==> src/rtl/req_ack_responder.sv <==
// Request buffer: accepts req into a DEPTH-entry FIFO with a registered ack/nack one cycle later.
// Head is visible the cycle after an accept; a full buffer rejects unless the head pops at the same edge.
module req_ack_responder #(
    parameter int DATA_W = 8,
    parameter int DEPTH  = 4
) (
    input  logic                     clk,
    input  logic                     rst_n,
    input  logic                     req,
    input  logic [DATA_W-1:0]        req_data,
    output logic                     ack,
    output logic                     nack,
    output logic                     out_valid,
    output logic [DATA_W-1:0]        out_data,
    input  logic                     out_ready,
    output logic [$clog2(DEPTH):0]   count,
    output logic [7:0]               drop_cnt
);

    localparam int AW = $clog2(DEPTH);
    localparam int CW = AW + 1;
    localparam logic [CW-1:0] FULL_CNT = CW'(DEPTH);

    logic [DATA_W-1:0] mem_q [DEPTH];
    logic [AW-1:0]     wr_ptr_q, wr_ptr_d;
    logic [AW-1:0]     rd_ptr_q, rd_ptr_d;
    logic [CW-1:0]     count_q, count_d;
    logic [7:0]        drop_q, drop_d;
    logic              ack_q, ack_d;
    logic              nack_q, nack_d;
    logic              pop, push, accept;

    assign out_valid = (count_q != '0);
    assign pop       = out_valid & out_ready;
    // A pop at the same edge frees the slot, so a full buffer can still accept.
    assign accept    = (count_q != FULL_CNT) | pop;
    assign push      = req & accept;

    always_comb begin
        wr_ptr_d = wr_ptr_q;
        rd_ptr_d = rd_ptr_q;
        count_d  = count_q;
        drop_d   = drop_q;
        ack_d    = push;
        nack_d   = req & ~accept;

        if (push) begin
            wr_ptr_d = wr_ptr_q + AW'(1);
        end
        if (pop) begin
            rd_ptr_d = rd_ptr_q + AW'(1);
        end
        case ({push, pop})
            2'b10:   count_d = count_q + CW'(1);
            2'b01:   count_d = count_q - CW'(1);
            default: count_d = count_q;
        endcase
        if (nack_d && (drop_q != 8'hFF)) begin
            drop_d = drop_q + 8'd1;
        end
    end

    always_ff @(posedge clk) begin
        if (!rst_n) begin
            wr_ptr_q <= '0;
            rd_ptr_q <= '0;
            count_q  <= '0;
            drop_q   <= '0;
            ack_q    <= 1'b0;
            nack_q   <= 1'b0;
        end else begin
            wr_ptr_q <= wr_ptr_d;
            rd_ptr_q <= rd_ptr_d;
            count_q  <= count_d;
            drop_q   <= drop_d;
            ack_q    <= ack_d;
            nack_q   <= nack_d;
        end
    end

    // Storage needs no reset; the pointers define which entries are live.
    always_ff @(posedge clk) begin
        if (push) begin
            mem_q[wr_ptr_q] <= req_data;
        end
    end

    assign out_data = mem_q[rd_ptr_q];
    assign ack      = ack_q;
    assign nack     = nack_q;
    assign count    = count_q;
    assign drop_cnt = drop_q;

endmodule

==> config.mk <==
export PLATFORM = sky130hd
export DESIGN_NAME = req_ack_responder
export DESIGN_NICKNAME = d
export VERILOG_FILES = /design/src/rtl/req_ack_responder.sv
export SDC_FILE = /design/constraint.sdc
export NUM_CORES = 1
export LEC_CHECK = 0
export CAP_MARGIN = 5
export CORE_MARGIN = 4
export CORE_UTILIZATION = 52
export DETAILED_ROUTE_END_ITERATION = 12
export PLACE_DENSITY = 0.78
export SLEW_MARGIN = 40
export SYNTH_ARGS = -nofsm -noshare
export SYNTH_HDL_FRONTEND = slang
export SYNTH_SLANG_ARGS = --single-unit
==> constraint.sdc <==
create_clock -name clk -period 3.4 [get_ports clk]
set_input_delay 0.68 -clock clk [delete_from_list [all_inputs] [get_ports clk]]
set_output_delay 0.68 -clock clk [all_outputs]
set_load 0.03 [all_outputs]
==> flow_summary.json <==
{
  "vias_per_cell": 5.80,
  "rr_startpoint": "count[1]",
  "cts_buffer_depth": 2,
  "clk_latency_ns": 0.30,
  "dpl.hpwl_um": 2630,
  "ant_nets": 0,
  "arrival_ns": 2.16,
  "layout_commonest_cell": "clkdlybuf4s50_1",
  "finalMaxSlewViolations": 0,
  "drive_gt1_frac": 0.0978,
  "ys_seq_elements": 51,
  "grt_max_degree": 17,
  "p_total_w": 0.00164,
  "ys_seq_area_frac": 0.637,
  "pin_count": 34,
  "cts_sinks": 51,
  "hold_viol": 0,
  "avgSynthCellArea_um2": 14.1,
  "grt_pass1_vias": 1322,
  "crit_type": "reg2out",
  "r2r-end": "count[2]",
  "fp.coreArea_um2": 3770,
  "wl_per_cell_um": 15.7,
  "r2r_slack_ns": 1.05,
  "crit_required_ns": 2.72,
  "yosysUniqueCellTypes": 38,
  "cts_hold_buf": 0,
  "crit_path_max_incr_delay_ns": 0.68,
  "die-width_um": 71.6,
  "drt-pass1-iter-count": 4,
  "skew_ns": 0.00486,
  "syn_inst": 149,
  "critPathCaptureType": "primary output",
  "drt_iter0_markers": 71,
  "syn_to_final_growth_pct": 23.1,
  "grt_antenna_before_repair": 0,
  "yosys.area.top_type": "edfxtp_1",
  "worstHoldPathCells": 2,
  "cts_resized": 0,
  "r2r_cells": 8,
  "max_cap_violations": 0,
  "period_needed_ns": 2.84,
  "rsz0062_at_grt": "no",
  "cp_max_fo": 8,
  "grt_usage": 0.154,
  "root_buffer": "clkbuf_8",
  "final_cell_mix": "clkdlybuf4s50_1, edfxtp_1, dfxtp_1",
  "tritoncts": "done",
  "min_from": "drop_cnt[1]",
  "dieArea_um2": 5130,
  "grt_pass1_wl_um": 6040,
  "vias": 1345,
  "timing.final.crit_share": 0.835,
  "crit_slowest_cell": "dfxtp_1",
  "syn_nets": 168,
  "netlist.area_leader.share": 0.457,
  "status": "complete, no violations",
  "whs_endpoint": "drop_cnt[1]",
  "drc": 0,
  "relSlewSlack": 0.586,
  "hp-class": "reg2reg",
  "core.rowCount": 22,
  "htree_levels": 2,
  "tightest_slew_ns": 0.613,
  "netlist_area_um2": 2100,
  "startpoint_type": "register",
  "path_clk_slew_ns": 0.09,
  "clock.fmax_mhz": 352,
  "post_cts_buffers": 0,
  "antenna_cells": 0,
  "nets": 202,
  "port_buffers": 33,
  "worstPathCellList": "mux4_2 -> clkdlybuf4s50_1",
  "fp.dieH_um": 71.6,
  "ir_worst_vdd_mv": 0.459,
  "cts_made_buffers": 5,
  "setup_viol": 0,
  "yosys_warnings": 0,
  "gp_congestion": 0.841,
  "powerDensity_nw_per_um2": 633,
  "wl_um": 3640,
  "leakagePower_nw": 0.887,
  "grt_overflow": 0,
  "start_util": 0.558,
  "setup_tns_ns": 0,
  "synth_area_leaders": "edfxtp_1, dfxtp_1, mux4_2, ha_1, inv_1"
}
-- cell usage after synthesis --
cell type  number
a21oi_1         4
nand2b_1        2
nor4_1          1
o221a_1         1
edfxtp_1       32
xor2_1          3
o21ai_0         4
nor3_1          2
or2_1           1
buf_2           1
dfxtp_1        19
nand4_1         1
or4b_1          1
buf_1           1
o31ai_1         1
nor2_1          7
o31a_1          1
clkbuf_1        5
o311a_1         2
and3_1          5
a2111oi_0       1
a211o_1         1
or3_1           4
nor4b_1         1
mux4_2          8
a31oi_1         1
nand2_1         7
o41ai_1         1
a211oi_1        3
inv_1          10
nand3_1         4
and4_1          1
ha_1            6
fa_1            1
mux2i_1         3
o311ai_0        1
xnor2_1         1
a31o_2          1
-- final cells by class --
class,instances,area [um2]
clock buffers,7,108
clock inverters,1,8.76
fillers,262,1180
inverters,10,37.5
multi-input cells,81,698
flip-flops and latches,51,1340
well taps,48,60.1
repair buffers,34,338
-- registers in the layout (all words and copies together), names as in the netlist, named ones only --
register	count
ack	1
count	3
drop_cnt	8
mem_q	32
nack	1
rd_ptr_q	2
wr_ptr_q	2
-- kinds of logic (layout without fill, tap and decap cells) --
logic type      after synthesis  count (layout)  synth area share
compound gates               22              22            0.0761
xor+xnor                      4               4            0.0166
fa+ha+maj                     7               7            0.0452
buf+inv                      17              52            0.0309
flops                        51              51             0.637
mux                          11              11            0.0999
simple gates                 37              37            0.0939
-- power by group --
group	internal [W]	total, W	switching (W)	leakage [nW]
Sequential	0.000712	0.000776	0.0000638	0.448
Clock	0.000212	0.000399	0.000187	0.0600
Combinational	0.000220	0.000464	0.000243	0.379
-- metal layers --
layer  routed length [um]  track usage  part of all wire
met2                 1860        0.263              0.51
met3                  225       0.0421             0.062
met5                    0            0                 0
met1                 1490        0.183              0.41
met4                   64       0.0626             0.018
-- critical path, delay by kind of cell (launching register included) --
family | cells | cell delay [ns]
buffers and inverters | 1 | 0.61
muxes | 1 | 0.58
DFF | 1 | 0.68
-- per-stage QoR --
step	worst slack (ns)	utilization	hold WS, ns	area [um2]	cells
after floorplan	0.620	-	0.484	2100	149
after global placement	0.441	0.656	0.480	2470	224
after detailed placement	0.331	0.656	0.502	2470	224
after CTS	0.496	0.687	0.518	2590	232
after global routing	0.394	0.687	0.554	2590	232
final	0.561	0.687	0.517	2590	232
-- how the worst max path moves through the flow --
stage	slack, ns	cells after the start	endpoint	startpoint
after floorplan	0.62	10	count[2]	out_ready
after global routing	0.39	2	out_data[1]	register
after detailed placement	0.33	9	count[2]	out_ready
after global placement	0.44	9	count[2]	out_ready
after CTS	0.50	2	out_data[7]	register
final	0.56	2	out_data[7]	register
Note: power is estimated with default switching activity, not from simulation.
